`src/rtl/pat_run_ctrl_if.sv`:
```
// Program-load port of the pat run controller: the host streams instruction words,
// the controller accepts them while it is idle and has room.
interface pat_run_ctrl_if #(
  parameter int i_width = 15
) ();
  // A word transfers on the rising clk edge where load_valid && load_ready are both 1;
  // load_data is held stable while load_valid is high, and load_valid never waits on load_ready.
  logic               load_valid;
  logic               load_ready;
  logic [i_width-1:0] load_data;

  modport master (output load_valid, output load_data, input load_ready);
  modport slave  (input load_valid, input load_data, output load_ready);
endinterface

```
`src/rtl/pat_run_ctrl.sv`:
```
// Run/load sequencer for the pat core: loads instruction memory, then runs, halts,
// single-steps and resumes the core, reporting halt cause and executed-cycle count.
module pat_run_ctrl #(
  parameter int i_adr_width     = 10,
  parameter int i_width         = 15,
  parameter int cycle_cnt_width = 16
) (
  input  logic                       clk,
  input  logic                       reset,
  input  logic                       abort,
  pat_run_ctrl_if.slave              load,
  input  logic                       start,
  input  logic                       step,
  input  logic                       halt_req,
  input  logic                       bkpt_en,
  input  logic [i_adr_width-1:0]     bkpt_adr,
  input  logic [cycle_cnt_width-1:0] cycle_limit,
  input  logic [i_adr_width-1:0]     core_pc,
  output logic                       imem_we,
  output logic [i_adr_width-1:0]     imem_wadr,
  output logic [i_width-1:0]         imem_wdata,
  output logic [i_adr_width:0]       load_count,
  output logic                       core_reset,
  output logic                       core_clk_en,
  output logic                       running,
  output logic                       halted,
  output logic [1:0]                 halt_cause,
  output logic [cycle_cnt_width-1:0] cycle_count,
  output logic [1:0]                 dbg_state
);

  typedef enum logic [1:0] {S_IDLE = 2'd0, S_RUN = 2'd1, S_STEP = 2'd2, S_HALTED = 2'd3} state_t;

  localparam logic [i_adr_width:0]       load_one  = 1;
  localparam logic [cycle_cnt_width-1:0] cycle_one = 1;

  state_t state, state_n;
  logic   first_resume;
  logic   bkpt_hit, limit_hit, hit;

  // first_resume masks the breakpoint so a resume can step off the address it halted on.
  assign bkpt_hit  = bkpt_en && (core_pc == bkpt_adr) && !first_resume;
  assign limit_hit = (cycle_limit != '0) && (cycle_count == cycle_limit);
  assign hit       = halt_req || bkpt_hit || limit_hit;

  assign imem_we    = load.load_valid && load.load_ready;
  assign imem_wadr  = load_count[i_adr_width-1:0];
  assign imem_wdata = load.load_data;
  assign running    = (state == S_RUN) || (state == S_STEP);
  assign halted     = (state == S_HALTED);
  assign dbg_state  = state;

  always_comb begin
    state_n         = state;
    core_reset      = 1'b0;
    core_clk_en     = 1'b0;
    load.load_ready = 1'b0;
    case (state)
      S_IDLE: begin
        core_reset      = 1'b1;
        load.load_ready = !load_count[i_adr_width];
        if (start) state_n = S_RUN;
      end
      S_RUN: begin
        core_clk_en = !hit;
        if (hit) state_n = S_HALTED;
      end
      S_STEP: begin
        core_clk_en = 1'b1;
        state_n     = S_HALTED;
      end
      S_HALTED: begin
        if (start)     state_n = S_RUN;
        else if (step) state_n = S_STEP;
      end
      default: state_n = S_IDLE;
    endcase
    if (abort) state_n = S_IDLE;
  end

  always_ff @(posedge clk or posedge reset) begin
    if (reset) begin
      state        <= S_IDLE;
      first_resume <= 1'b0;
      load_count   <= '0;
      cycle_count  <= '0;
      halt_cause   <= 2'b00;
    end else begin
      state        <= state_n;
      first_resume <= (state == S_HALTED) && (state_n == S_RUN);

      if (abort)        load_count <= '0;
      else if (imem_we) load_count <= load_count + load_one;

      if (state == S_IDLE && start && !abort)
        cycle_count <= '0;
      else if (core_clk_en && cycle_count != '1)
        cycle_count <= cycle_count + cycle_one;

      // Cause priority when several hits coincide: host request, then breakpoint, then limit.
      if (!abort) begin
        if (state == S_RUN && hit)
          halt_cause <= halt_req ? 2'b01 : (bkpt_hit ? 2'b10 : 2'b11);
        else if (state == S_STEP)
          halt_cause <= 2'b00;
      end
    end
  end

endmodule

```
`src/flat_wrapper.sv`:
```
// flat-port wrapper written by rule: the top's interface ports become plain ports
module pat_run_ctrl_flat 
#(
  parameter int i_adr_width     = 10,
  parameter int i_width         = 15,
  parameter int cycle_cnt_width = 16
)
  (clk, reset, abort, start, step, halt_req, bkpt_en, bkpt_adr, cycle_limit, core_pc, imem_we, imem_wadr, imem_wdata, load_count, core_reset, core_clk_en, running, halted, halt_cause, cycle_count, dbg_state, load_load_valid, load_load_data, load_load_ready);
  pat_run_ctrl_if #(.i_width(i_width)) load_i ();
  input  logic clk;
  input  logic reset;
  input  logic abort;
  input  logic start;
  input  logic step;
  input  logic halt_req;
  input  logic bkpt_en;
  input  logic [i_adr_width-1:0] bkpt_adr;
  input  logic [cycle_cnt_width-1:0] cycle_limit;
  input  logic [i_adr_width-1:0] core_pc;
  output logic imem_we;
  output logic [i_adr_width-1:0] imem_wadr;
  output logic [i_width-1:0] imem_wdata;
  output logic [i_adr_width:0] load_count;
  output logic core_reset;
  output logic core_clk_en;
  output logic running;
  output logic halted;
  output logic [1:0] halt_cause;
  output logic [cycle_cnt_width-1:0] cycle_count;
  output logic [1:0] dbg_state;
  input wire logic [$bits(load_i.load_valid)-1:0] load_load_valid;
  input wire logic [$bits(load_i.load_data)-1:0] load_load_data;
  output wire logic [$bits(load_i.load_ready)-1:0] load_load_ready;
  assign load_i.load_valid = load_load_valid;
  assign load_i.load_data = load_load_data;
  assign load_load_ready = load_i.load_ready;
  pat_run_ctrl #(.i_adr_width(i_adr_width), .i_width(i_width), .cycle_cnt_width(cycle_cnt_width)) u_core (.clk(clk), .reset(reset), .abort(abort), .load(load_i), .start(start), .step(step), .halt_req(halt_req), .bkpt_en(bkpt_en), .bkpt_adr(bkpt_adr), .cycle_limit(cycle_limit), .core_pc(core_pc), .imem_we(imem_we), .imem_wadr(imem_wadr), .imem_wdata(imem_wdata), .load_count(load_count), .core_reset(core_reset), .core_clk_en(core_clk_en), .running(running), .halted(halted), .halt_cause(halt_cause), .cycle_count(cycle_count), .dbg_state(dbg_state));
endmodule
```
`config.mk`:
```
export PLATFORM = sky130hd
export DESIGN_NAME = pat_run_ctrl_flat
export DESIGN_NICKNAME = d
export VERILOG_FILES = /design/src/rtl/pat_run_ctrl_if.sv /design/src/rtl/pat_run_ctrl.sv /design/src/flat_wrapper.sv
export SDC_FILE = /design/constraint.sdc
export NUM_CORES = 1
export LEC_CHECK = 0
export BUFFER_PORTS_ARGS = -buffer_cell sky130_fd_sc_hd__buf_2
export CORE_MARGIN = 2
export CORE_UTILIZATION = 51
export DETAILED_ROUTE_END_ITERATION = 6
export GPL_TIMING_DRIVEN = 0
export PLACE_DENSITY = 0.9
export SYNTH_ARGS = -nofsm -noshare
export SYNTH_HDL_FRONTEND = slang
export SYNTH_SLANG_ARGS = --single-unit
```
`constraint.sdc`:
```
create_clock -name clk -period 5.2 [get_ports clk]
set_input_delay 1.04 -clock clk [delete_from_list [all_inputs] [get_ports clk]]
set_output_delay 1.04 -clock clk [all_outputs]
set_load 0.03 [all_outputs]
```
Word-level counts from Yosys, hierarchy flattened --
Index checks and enable logic that the tools add are counted.
Storage, ports and cells: register bits 32, bits in latches 0, bits in writable memories 0, bits in read-only memories 0, bits of input ports 59, output and inout bits 62, word-level logic and storage cells 54, memories 0
Cells by class: $add $sub $neg 2, $mul 0, divide/modulo/power cells 0, order comparisons 0, eq/ne operators 7, shifts and indexed selects 0, multiplexer cells 17, bitwise logic cells 1, reduce and logical (&&, ||, !) cells 22
Operators by type and width (number):
- two-way mux 16 bit | 2
- two-way mux 11 bit | 2
- adder 16 x 1 -> 16 bit (second input constant) | 1
- == test 16 bit | 1
- two-way mux 2 bit | 8
- != test 16 bit (second input constant) | 1
- nonzero test 16 bit | 1
- adder 11 x 1 -> 11 bit (second input constant) | 1
- == test 10 bit | 1
- logical AND 1 bit | 9
- case mux 2 bit (4 select lines) | 1
- nonzero test 2 bit | 3
- == test 2 x 1 -> 1 bit (second input constant) | 2
- == test 2 bit (second input constant) | 2
- zero test 1 bit | 4
- logical OR 1 bit | 3
- two-way mux 1 bit | 3
- zero test 2 bit | 1
- case mux 1 bit (2 select lines) | 1
- AND reduction 2 bit | 1
- NOT 1 bit | 1

Longest topological paths before layout --
Gate-level depths: netlist of the first run.
word-level depth 10, depth in mapped cells 9, mapped depth without buffers 8

Worst setup path before layout of the first run --
No wires, ideal clock.
kind input to output, start point in cycle_limit[2], end point out core_clk_en, data arrival time 2529 ps, required time 4160 ps, setup slack 1631 ps, cell stages on the path 6, buffers on the path 1, cells stage by stage nor4_1 -> nand4_1 -> nand3_1 -> nor2_1 -> buf_2 -> o31ai_1
On the way: cells in the longest elaborated chain, start to end 5, elaborated cells on any way between the ends 6, classes of those cells 1 x eq/ne; 1 x mux; 4 x reduce/logical
Ends and longest elaborated chain:
- from (decl) | line flat_wrapper.sv:18 | input logic [cycle_cnt_width-1:0] cycle_limit;
- == test 16 bit / nonzero test 16 bit (equally long branches) | line pat_run_ctrl.sv:43 | assign limit_hit = (cycle_limit != '0) && (cycle_count == cycle_limit);
- logical AND 1 bit * | line pat_run_ctrl.sv:43
- logical OR 1 bit * | line pat_run_ctrl.sv:44 | assign hit = halt_req || bkpt_hit || limit_hit;
- zero test 1 bit * | line pat_run_ctrl.sv:65 | core_clk_en = !hit;
- case mux 1 bit (2 select lines) * | line pat_run_ctrl.sv:58 | case (state)
- to (decl) | line flat_wrapper.sv:25 | output logic core_clk_en;
Mark *: on every way between the ends. The rest lies on a longest branch, timed or not.

Final worst setup path of the first run --
start point in cycle_limit[7], end point out core_clk_en
The elaborated chain is that of the path after synthesis.

==> flow_metrics.env, run 1 <==
export IMPL_final_common_cell="buf_2"
export IMPL_status="complete, no violations"
export IMPL_p_int_w=0.000600
export IMPL_cp_start_kind="input pin"
export IMPL_nNetsFinal=498
export IMPL_crit_arrival_ps=2570
export IMPL_setup_tns_ps=0
export IMPL_clockPowerShare_pct=22.6
export IMPL_dieHeight_um=76.1
export IMPL_yosysWarnings=0
export IMPL_syn_cell_area_mm2=0.00265
export IMPL_fin_skew_ps=8.99
export IMPL_area_growth_pct=28.4
export IMPL_place_hpwl_um=5510
export IMPL_irDropWorstVdd_mv=0.252
export IMPL_wl_per_cell_um=14.3
export IMPL_grt_pass1_wl_um=12300
export IMPL_clock_fmax_mhz=277
export IMPL_pwr_share_comb_pct=47.2
export IMPL_rows=26
export IMPL_dr_pass1_iters=5
export IMPL_grt_pass1_vias=2771
export IMPL_crit_fanout=10
export IMPL_grt_antenna_before_repair=0
export IMPL_yosysSeqAreaShare_pct=30.2
export IMPL_gp_congestion=0.927
export IMPL_start_util_pct=52.2
export IMPL_root_buffer="clkbuf_8"
export IMPL_final_antenna_net_count=0
export IMPL_grt_max_degree=33
export IMPL_routed_wirelength_um=7230
export IMPL_rsz0062_at_grt="false"
export IMPL_reg2reg_depth=7
export IMPL_clkLatencyLatePin_ps=300
export IMPL_p_sw_share_pct=45.2
export IMPL_drc=0
export IMPL_cts_tree="yes"
export IMPL_synth_distinct_cells=51
export IMPL_async_reset_ff_share_pct=100
export IMPL_drive_gt1_share_pct=35.0
export IMPL_hold_violations=0
export IMPL_cts_path_max_buffers=2
export IMPL_drt_iter0_markers=153
export IMPL_pwr_share_seq_pct=30.2
export IMPL_cts_clk_slew_worst_paths_ps=70
export IMPL_postSynthAreaPerCell_um2=8.28
export IMPL_clkSinkCount=32
export IMPL_routed_via_density=5.75
export IMPL_overflow=0
export IMPL_cts_buffers=5
export IMPL_io_pins=121
export IMPL_core_area_mm2=0.00507
export IMPL_grt_usage_pct=25.3
export IMPL_power_switching_w=0.000494
export IMPL_diodes=0
export IMPL_min_path_cells=1
export IMPL_crit_type="in2out"
export IMPL_syn_nets=385
export IMPL_synth_ff_type="dfrtp_1"
export IMPL_layout_common_cells="110 x buf_2, 32 x dfrtp_1, 30 x xor2_1"
export IMPL_num_vias=2896
export IMPL_drv_cap=0
export IMPL_min_path_type="reg2reg"
export IMPL_die_area_mm2=0.00579
export IMPL_slew_viol_final=0
export IMPL_cts_max_level=2
export IMPL_cts_resized=0
export IMPL_cts_hold_buf=0
export IMPL_post_cts_buffers=0
export IMPL_fill_cells=445
export IMPL_die_x_um=76.1
export IMPL_port_buffers=105
export IMPL_cp_required_ps=4160
export IMPL_finalSetupViolCount=0
export IMPL_synth_cells=320
export IMPL_synth_edf_count=0
export IMPL_worst_r2r_setup_slack_ps=2580
export IMPL_worstSetupEndpointType="primary output"
export IMPL_leakage_nw=1.76
export IMPL_worstMarginPinSlew_ps=1050
export IMPL_power_density_mw_per_mm2=322
export IMPL_ys_seq_elements=32
export IMPL_relSlewSlack_pct=29.6
export IMPL_fin_crit_sh_pct=69.4
export IMPL_period_needed_ps=3610
export IMPL_power_w=0.00109
## power by group through the flow
stage / Combinational (W) / Clock (W) / Sequential (W)
global placement: 0.000493 / 0 / 0.000330
global route: 0.000553 / 0.000256 / 0.000336
floorplan: 0.000308 / 0 / 0.000385
CTS: 0.000513 / 0.000248 / 0.000328
detailed placement: 0.000508 / 0 / 0.000333
finish: 0.000516 / 0.000248 / 0.000331
## sequential cells by signal, indices dropped and copies added (netlist names)
| signal | flops |
|---|---|
| u_core.first_resume | 1 |
| u_core.dbg_state | 2 |
| u_core.load_count | 11 |
| u_core.halt_cause | 2 |
| u_core.cycle_count | 16 |
## per-stage QoR
stage	area (µm²)	setup WS, ps	cells	util, %	hold slack, ps
final	3400	1590	504	67.0	508
after global routing	3400	1470	504	67.0	530
after CTS	3370	1590	503	66.5	508
after detailed placement	3260	1590	495	64.3	491
after global placement	3260	1610	495	64.3	468
after floorplan	2650	1630	320	-	671
## path summary, 6_finish.rpt
| path | from | to |
|---|---|---|
| max | cycle_limit[7] | core_clk_en |
| min reg2reg | u_core.halt_cause[0] | u_core.halt_cause[0] |
| max in group asynchronous | reset | u_core.cycle_count[3] |
| min in group asynchronous | reset | u_core.cycle_count[10] |
| max reg2reg | u_core.cycle_count[0] | u_core.cycle_count[6] |
| min | u_core.halt_cause[0] | u_core.halt_cause[0] |
## cells in the mapped netlist (all sizes together), types with 2 or more instances
cell type  instances  area [µm²]
xor2              30         263
nand2             27         101
nand3             22         110
ha                 6        75.1
nor3               8        40.0
o21ai             10        50.1
nor2              21        78.8
or2                3        18.8
and3               8        50.1
mux2i              6        60.1
o211a              2        20.0
and4               3        28.8
o311ai             3        26.3
a31oi              2        12.5
nand4              7        56.3
nor2b              3        18.8
clkbuf             7        26.3
nand3b             2        15.0
a21oi             16        80.1
dfrtp             32         801
xnor2              2        17.5
buf               31         224
a211oi             4        30.0
and2               2        12.5
nor4              18         128
o2111ai            2        17.5
nand2b             5        31.3
o2bb2ai            2        17.5
a41oi              3        26.3
or3                8        51.3
o211ai             5        37.5
inv                9        33.8
## worst max-delay path: stages
cell     delay [ps]
buf_2           110
xor2_1          140
nor4_1          290
nand3_1         240
nor2_1          210
buf_2           250
o31ai_1          90
buf_2           190
## routing by layer
layer  routed length [µm]  track usage (%)  share of wire (%)
met3                  671             6.28                9.3
met2                 3640             44.5                 50
met4                  127             10.0                1.8
met5                    0                0                  0
met1                 2790             29.8                 39
## layout make-up
type                            instances  area (µm²)  area share [%]
Timing Repair Buffer                  106         553            16.3
Multi-Input combinational cell        241        1560            46.0
Sequential cell                        32         801            23.5
Inverter                                9        33.8           0.993
Clock buffer                            5        68.8            2.02
Clock inverter                          3        42.5            1.25
Buffer                                 38         250            7.36
Tap cell                               70        87.6            2.58
## cell families (layout without fill, tap and decap cells)
logic type	count (synthesis)	in the layout	share of synthesized area [%]
adders and majority gates	6	6	2.83
AOI/OAI and AO/OA	58	58	14.7
xor gates and xnor gates	32	32	10.6
buffers and inverters	47	161	10.7
DFF	32	32	30.2
muxes	6	6	2.27
and+or+nand+nor	139	139	28.7
(Power assumes the default switching activity.)
==> inputs of run 2 (changes only) <==
--- a/config.mk
+++ b/config.mk
@@ -5,12 +5,13 @@
 export SDC_FILE = /design/constraint.sdc
 export NUM_CORES = 1
 export LEC_CHECK = 0
+export ABC_AREA = 1
 export BUFFER_PORTS_ARGS = -buffer_cell sky130_fd_sc_hd__buf_2
 export CORE_MARGIN = 2
-export CORE_UTILIZATION = 51
+export CORE_UTILIZATION = 43
 export DETAILED_ROUTE_END_ITERATION = 6
 export GPL_TIMING_DRIVEN = 0
-export PLACE_DENSITY = 0.9
+export PLACE_DENSITY = 0.81
 export SYNTH_ARGS = -nofsm -noshare
 export SYNTH_HDL_FRONTEND = slang
 export SYNTH_SLANG_ARGS = --single-unit
==> constraint.sdc (replaced) <==
create_clock -name clk -period 3.1 [get_ports clk]
set_input_delay 0.62 -clock clk [delete_from_list [all_inputs] [get_ports clk]]
set_output_delay 0.62 -clock clk [all_outputs]
set_load 0.03 [all_outputs]
==> run 2 against run 1 <==
- worst setup slack got worse by 980 ps
- critical path type is now reg2out
- non-clock buffer count decreased by 9
- combinational power increased by 110%
- critical endpoint unchanged
- sequential share of layout area decreased by 0.078 points
- synthesized cell count increased by 30%
==> flow_metrics.env, run 2 <==
export IMPL_status="complete, no violations"
export IMPL_register_area_um2=801
export IMPL_min_path_type="in2async"
export IMPL_routed_via_density=4.76
export IMPL_clock_fmax_mhz=402
export IMPL_irDropWorstVdd_mv=0.449
export IMPL_crit_arrival_ps=1870
export IMPL_synth_top_cells_by_area="dfrtp_1 30%, nand2_1 18%, inv_1 8.3%, nor2_1 7.1%, buf_4 7.0%"
export IMPL_worst_r2r_setup_slack_ps=840
export IMPL_finalSetupViolCount=0
export IMPL_rsz0062_at_grt="false"
export IMPL_slew_viol_final=0
export IMPL_relSlewSlack_pct=59.2
export IMPL_worstMarginPinSlew_ps=609
export IMPL_rr_startpoint="u_core.dbg_state[1]"
export IMPL_cts_buffers=5
export IMPL_multiInputGateArea_mm2=0.00142
export IMPL_die_area_mm2=0.00689
export IMPL_fill_cells=567
export IMPL_grt_max_degree=33
export IMPL_period_needed_ps=2490
export IMPL_synth_commonest_cells="130 x nand2_1, 59 x inv_1, 51 x nor2_1"
export IMPL_diodes=0
export IMPL_cts_path_max_buffers=2
export IMPL_largestRegisters="u_core.cycle_count x16, u_core.load_count x11"
export IMPL_syn_nets=480
export IMPL_crit_fanout=6
export IMPL_power_switching_w=0.00103
export IMPL_drt_iter0_markers=87
export IMPL_final_antenna_net_count=0
export IMPL_post_cts_buffers=0
export IMPL_synth_most_common_cell="nand2_1"
export IMPL_reg2reg_depth=11
export IMPL_die_x_um=83.0
export IMPL_fin_skew_ps=17.5
export IMPL_routed_wirelength_um=6650
export IMPL_dr_pass1_iters=4
export IMPL_crit_type="reg2out"
export IMPL_worstSetupEndpointType="primary output"
export IMPL_largest_reg_flops=16
export IMPL_ys_seq_elements=32
export IMPL_pwr_share_seq_pct=31.3
export IMPL_clkSinkCount=32
export IMPL_clkLatencyLatePin_ps=300
export IMPL_grt_usage_pct=19.6
export IMPL_synth_ff_type="dfrtp_1"
export IMPL_crit_top_cell="nand2_1"
export IMPL_final_common_cell="nand2_1"
export IMPL_cp_cell_sequence="inv_1 -> nand2_1 -> nand2_1 -> nor2_1 -> nand2_1 -> nor2_1 -> nand3_1 -> nand3_1 -> a21boi_0 -> buf_2"
export IMPL_cpPeakStageDelay_ps=490
export IMPL_p_sw_share_pct=50.4
export IMPL_io_pins=121
export IMPL_root_buffer="clkbuf_8"
export IMPL_drive_gt1_share_pct=30.5
export IMPL_nNetsFinal=592
export IMPL_grt_pass1_wl_um=11500
export IMPL_drv_cap=0
export IMPL_cp_start_kind="register"
export IMPL_cts_clk_slew_worst_paths_ps=80
export IMPL_area_growth_pct=27.2
export IMPL_slowest_stage="dfrtp_1"
export IMPL_port_buffers=104
export IMPL_gp_congestion=0.939
export IMPL_synth_top_cell_area_share_pct=29.9
export IMPL_yosysSeqAreaShare_pct=29.9
export IMPL_synth_edf_count=0
export IMPL_cts_tree="yes"
export IMPL_r2r_end="u_core.load_count[9]"
export IMPL_synth_distinct_cells=31
export IMPL_leakage_nw=1.99
export IMPL_async_reset_ff_share_pct=100
export IMPL_cp_required_ps=2480
export IMPL_rows=28
export IMPL_place_hpwl_um=5240
export IMPL_clockPowerShare_pct=16.3
export IMPL_regMostFlops="u_core.cycle_count"
export IMPL_final_core_util_pct=57.0
export IMPL_overflow=0
export IMPL_pwr_share_comb_pct=52.4
export IMPL_num_vias=2870
export IMPL_yosysTopAreaCell="dfrtp_1"
export IMPL_layout_common_cells="130 x nand2_1, 104 x buf_2, 58 x inv_1"
export IMPL_cts_resized=0
export IMPL_drc=0
export IMPL_syn_cell_area_mm2=0.00268
export IMPL_wl_per_cell_um=11.0
export IMPL_dieHeight_um=83.0
export IMPL_core_area_mm2=0.00599
export IMPL_fin_crit_sh_pct=80.2
export IMPL_p_int_w=0.00101
export IMPL_postSynthAreaPerCell_um2=6.46
export IMPL_yosysWarnings=0
export IMPL_start_util_pct=44.8
export IMPL_grt_pass1_vias=2697
export IMPL_synth_cells=415
export IMPL_hold_violations=0
export IMPL_cts_max_level=2
export IMPL_grt_antenna_before_repair=0
export IMPL_power_density_mw_per_mm2=598
export IMPL_setup_tns_ps=0
export IMPL_cts_hold_buf=0
run 2: cell count changes after synthesis, sizes merged, moves of 7 or more:
cell	change
or3	-8
xor2	-18
nand2	+110
nand3	+7
and3	-7
nor2	+33
inv	+54
nor3	+8
nor4	-16
run 2: how the worst max path moves through the flow:
stage / start / to / cells past startpoint
3_3_place_gp: cycle_limit[9] / core_clk_en / 9
3_5_place_dp: cycle_limit[13] / core_clk_en / 9
5_1_grt: u_core.cycle_count[7] / core_clk_en / 10
6_report: u_core.cycle_count[14] / core_clk_en / 10
2_1_floorplan: u_core.dbg_state[1] / core_clk_en / 3
4_1_cts: u_core.cycle_count[7] / core_clk_en / 10
run 2: cell families (layout without fill, tap and decap cells):
family	count (synthesis)	count (layout)	share of synthesized area [%]
flip-flops	32	32	29.9
XOR/XNOR	14	14	4.57
AO/OA/AOI/OAI	25	25	5.18
adder cells (fa/ha/maj)	6	6	2.80
buffers and inverters	93	206	17.1
AND/OR/NAND/NOR	245	245	40.5
run 2: through the flow:
stage	power, W	cell area [µm²]	instances	hold WS, ps	worst slack, ps
detailed placement	0.00171	3300	594	485	694
floorplan	0.00142	2680	415	654	503
global placement	0.00169	3300	594	471	696
CTS	0.00204	3380	602	503	580
finish	0.00204	3410	603	304	614
global route	0.00219	3410	603	336	383
run 2: cell type report:
| class | count | area share, % |
|---|---|---|
| Multi-Input combinational cell | 290 | 41.7 |
| Sequential cell | 32 | 23.5 |
| Timing Repair Buffer | 105 | 16.1 |
| Inverter | 63 | 6.93 |
| Buffer | 30 | 6.49 |
| Tap cell | 75 | 2.75 |
| Clock buffer | 5 | 2.02 |
| Clock inverter | 3 | 0.550 |
run 2: power by group through the flow:
stage	logic [W]	registers, W	clock network, W
after floorplan	0.000634	0.000783	0
after global placement	0.00105	0.000640	0
after detailed placement	0.00107	0.000642	0
after CTS	0.00107	0.000637	0.000332
after global routing	0.00119	0.000656	0.000351
final	0.00107	0.000638	0.000332
run 2: worst max-delay path: cells and delay by family, from the launching register on:
family | cells | cell delay, ps
compound gates | 1 | 100
flops | 1 | 490
simple gates | 7 | 700
buf+inv | 2 | 280
run 2: metal layers:
metal	up-vias	track usage, %	part of all wire, %
met5	-	0	0
met4	0	6.56	1.4
met3	12	4.08	6.3
met2	101	33.9	49
met1	1281	24.2	43
li1	1476	-	-
==> inputs of run 3 (changes only) <==
==> constraint.sdc (replaced) <==
create_clock -name clk -period 2.02 [get_ports clk]
set_input_delay 0.404 -clock clk [delete_from_list [all_inputs] [get_ports clk]]
set_output_delay 0.404 -clock clk [all_outputs]
set_load 0.03 [all_outputs]
==> run 3 against run 2 <==
- the run now ends with negative setup slack left
- worst setup slack worse by 640 ps
- sequential power is 51% higher
- register-to-register slack worse by 850 ps
- critical path depth is 4 lower
- first-iteration DRC count is 14% higher
- hold slack worse by 280 ps
- global-route usage is 1.0 points higher
- highest routed layer unchanged
- cell count is 6.3% higher
- die area stayed put
- wire length is 18% higher
- count of clock-buffer cells in the layout stayed put
==> flow_metrics.env, run 3 (synthesis gave the netlist of run 2 again) <==
export IMPL_grt_pass1_wl_um=12100
export IMPL_p_sw_share_pct=46.4
export IMPL_worstMarginPinSlew_ps=524
export IMPL_overflow=0
export IMPL_power_density_mw_per_mm2=973
export IMPL_die_area_mm2=0.00689
export IMPL_regMostFlops="u_core.cycle_count"
export IMPL_final_common_cell="nand2_1"
export IMPL_relSlewSlack_pct=65.0
export IMPL_place_area_mm2=0.00335
export IMPL_port_buffers=104
export IMPL_crit_type="reg2out"
export IMPL_grt_max_degree=33
export IMPL_crit_arrival_ps=1640
export IMPL_clkSinkCount=32
export IMPL_die_x_um=83.0
export IMPL_place_ws_ps=-144
export IMPL_rsz0062_at_grt="true"
export IMPL_crit_fanout=5
export IMPL_drt_iter0_markers=99
export IMPL_dieHeight_um=83.0
export IMPL_p_int_w=0.00205
export IMPL_pwr_share_seq_pct=25.2
export IMPL_violations="negative setup slack"
export IMPL_fin_crit_sh_pct=101
export IMPL_grt_usage_pct=20.6
export IMPL_rows=28
export IMPL_slew_viol_final=0
export IMPL_cp_required_ps=1620
export IMPL_power_w=0.00382
export IMPL_largestRegisters="u_core.cycle_count x16, u_core.load_count x11"
export IMPL_place_hpwl_um=5280
export IMPL_setup_slack_ps=-24.1
export IMPL_final_antenna_net_count=0
export IMPL_cts_tree="yes"
export IMPL_drive_gt1_share_pct=41.5
export IMPL_rr_startpoint="u_core.dbg_state[0]"
export IMPL_area_growth_pct=46.5
export IMPL_crit_start="u_core.dbg_state[1]"
export IMPL_period_needed_ps=2040
export IMPL_largest_reg_flops=16
export IMPL_leakage_nw=2.24
export IMPL_wl_per_cell_um=12.3
export IMPL_drv_cap=0
export IMPL_cts_clk_slew_worst_paths_ps=80
export IMPL_power_switching_w=0.00177
export IMPL_cts_hold_buf=0
export IMPL_cts_max_level=2
export IMPL_worstSetupEndpointType="primary output"
export IMPL_clock_fmax_mhz=489
export IMPL_gp_congestion=0.850
export IMPL_status="finished, violations left"
export IMPL_setup_tns_ps=-29.4
export IMPL_grt_antenna_before_repair=0
export IMPL_num_vias=3143
export IMPL_cts_buffers=5
export IMPL_layout_common_cells="125 x nand2_1, 103 x buf_2, 59 x buf_4"
export IMPL_dr_pass1_iters=4
export IMPL_fin_skew_ps=4.89
export IMPL_fin_area_mm2=0.00393
export IMPL_grt_pass1_vias=2873
export IMPL_finalSetupViolCount=2
export IMPL_nNetsFinal=630
export IMPL_irDropWorstVdd_mv=0.912
export IMPL_final_cells=641
export IMPL_io_pins=121
export IMPL_routed_via_density=4.90
export IMPL_pwr_share_comb_pct=58.2
export IMPL_clockPowerShare_pct=16.5
export IMPL_diodes=0
export IMPL_root_buffer="clkbuf_8"
export IMPL_drc=0
export IMPL_cp_start_kind="register"
export IMPL_routed_wirelength_um=7850
export IMPL_core_area_mm2=0.00599
export IMPL_start_util_pct=44.8
export IMPL_min_path_type="in2async"
export IMPL_hold_violations=0
export IMPL_dpl_cell_count=594
export IMPL_cts_path_max_buffers=2
export IMPL_clkLatencyLatePin_ps=290
-- run 3: changes by cell type in the layout (fill, tap and decap cells not counted), moves of 4 or more --
cell     change
nand2_1      -5
dfrtp_2     +16
buf_4       +34
dfrtp_1     -16
inv_4        +4
-- run 3: path summary, 6_finish.rpt --
check | cells after the start | slack (ps) | to
worst max-delay path | 6 | -20 | core_clk_en
worst max register to register | 12 | -10 | u_core.load_count[10]
min in group clk | 2 | 330 | u_core.halt_cause[1]
max in group asynchronous | 3 | 1570 | u_core.dbg_state[1]
worst min register to register | 2 | 490 | u_core.halt_cause[1]
worst min-delay path | 2 | 20 | u_core.cycle_count[3]
-- run 3: worst max-delay path: stages, from the launching register on --
cell and delay, ps:
dfrtp_2 460, inv_4 70, buf_4 110, ha_1 240, nand3_2 120, a21boi_2 190, buf_6 160
-- run 3: timing repair --
item / 4_1_cts / 5_1_grt
hold endpoints to repair: 0 / 0
gates resized for setup: 18 / 22
pin swaps: 3 / 12
endpoints found under the setup margin: 16 / 21
cloned: 0 / 1
buffers inserted: 19 / 19
-- run 3: final cells by class --
| type | count | area (µm²) |
|---|---|---|
| Tap cell | 75 | 93.8 |
| Buffer | 30 | 225 |
| Fill cell | 542 | 2060 |
| Sequential cell | 32 | 821 |
| Multi-Input combinational cell | 290 | 1550 |
| Inverter | 63 | 246 |
| Timing Repair Buffer | 143 | 878 |
| Clock buffer | 5 | 68.8 |
| Clock inverter | 3 | 42.5 |
-- run 3: power groups by stage --
stage                     combinational [W]  sequential [W]  clock, W
after floorplan                     0.00106         0.00121         0
after global placement              0.00168        0.000985         0
after detailed placement            0.00172        0.000996         0
after CTS                           0.00193        0.000944  0.000634
after global routing                0.00241        0.000988  0.000655
final                               0.00223        0.000964  0.000631
-- run 3: per-layer routing --
layer | share of wire, % | vias to the layer above | global-route usage (%)
met4 | 1.9 | 0 | 7.30
met2 | 51 | 141 | 36.7
met3 | 8.5 | 15 | 4.17
met5 | 0 | - | 0
met1 | 39 | 1426 | 24.5
li1 | - | 1561 | -
-- run 3: stage by stage --
| step | hold slack, ps | utilization (%) |
|---|---|---|
| after global routing | 35.5 | 65.6 |
| after detailed placement | 474 | 55.8 |
| after CTS | 332 | 60.7 |
| final | 18.8 | 65.6 |
| after global placement | 467 | 55.8 |
| after floorplan | 511 | - |
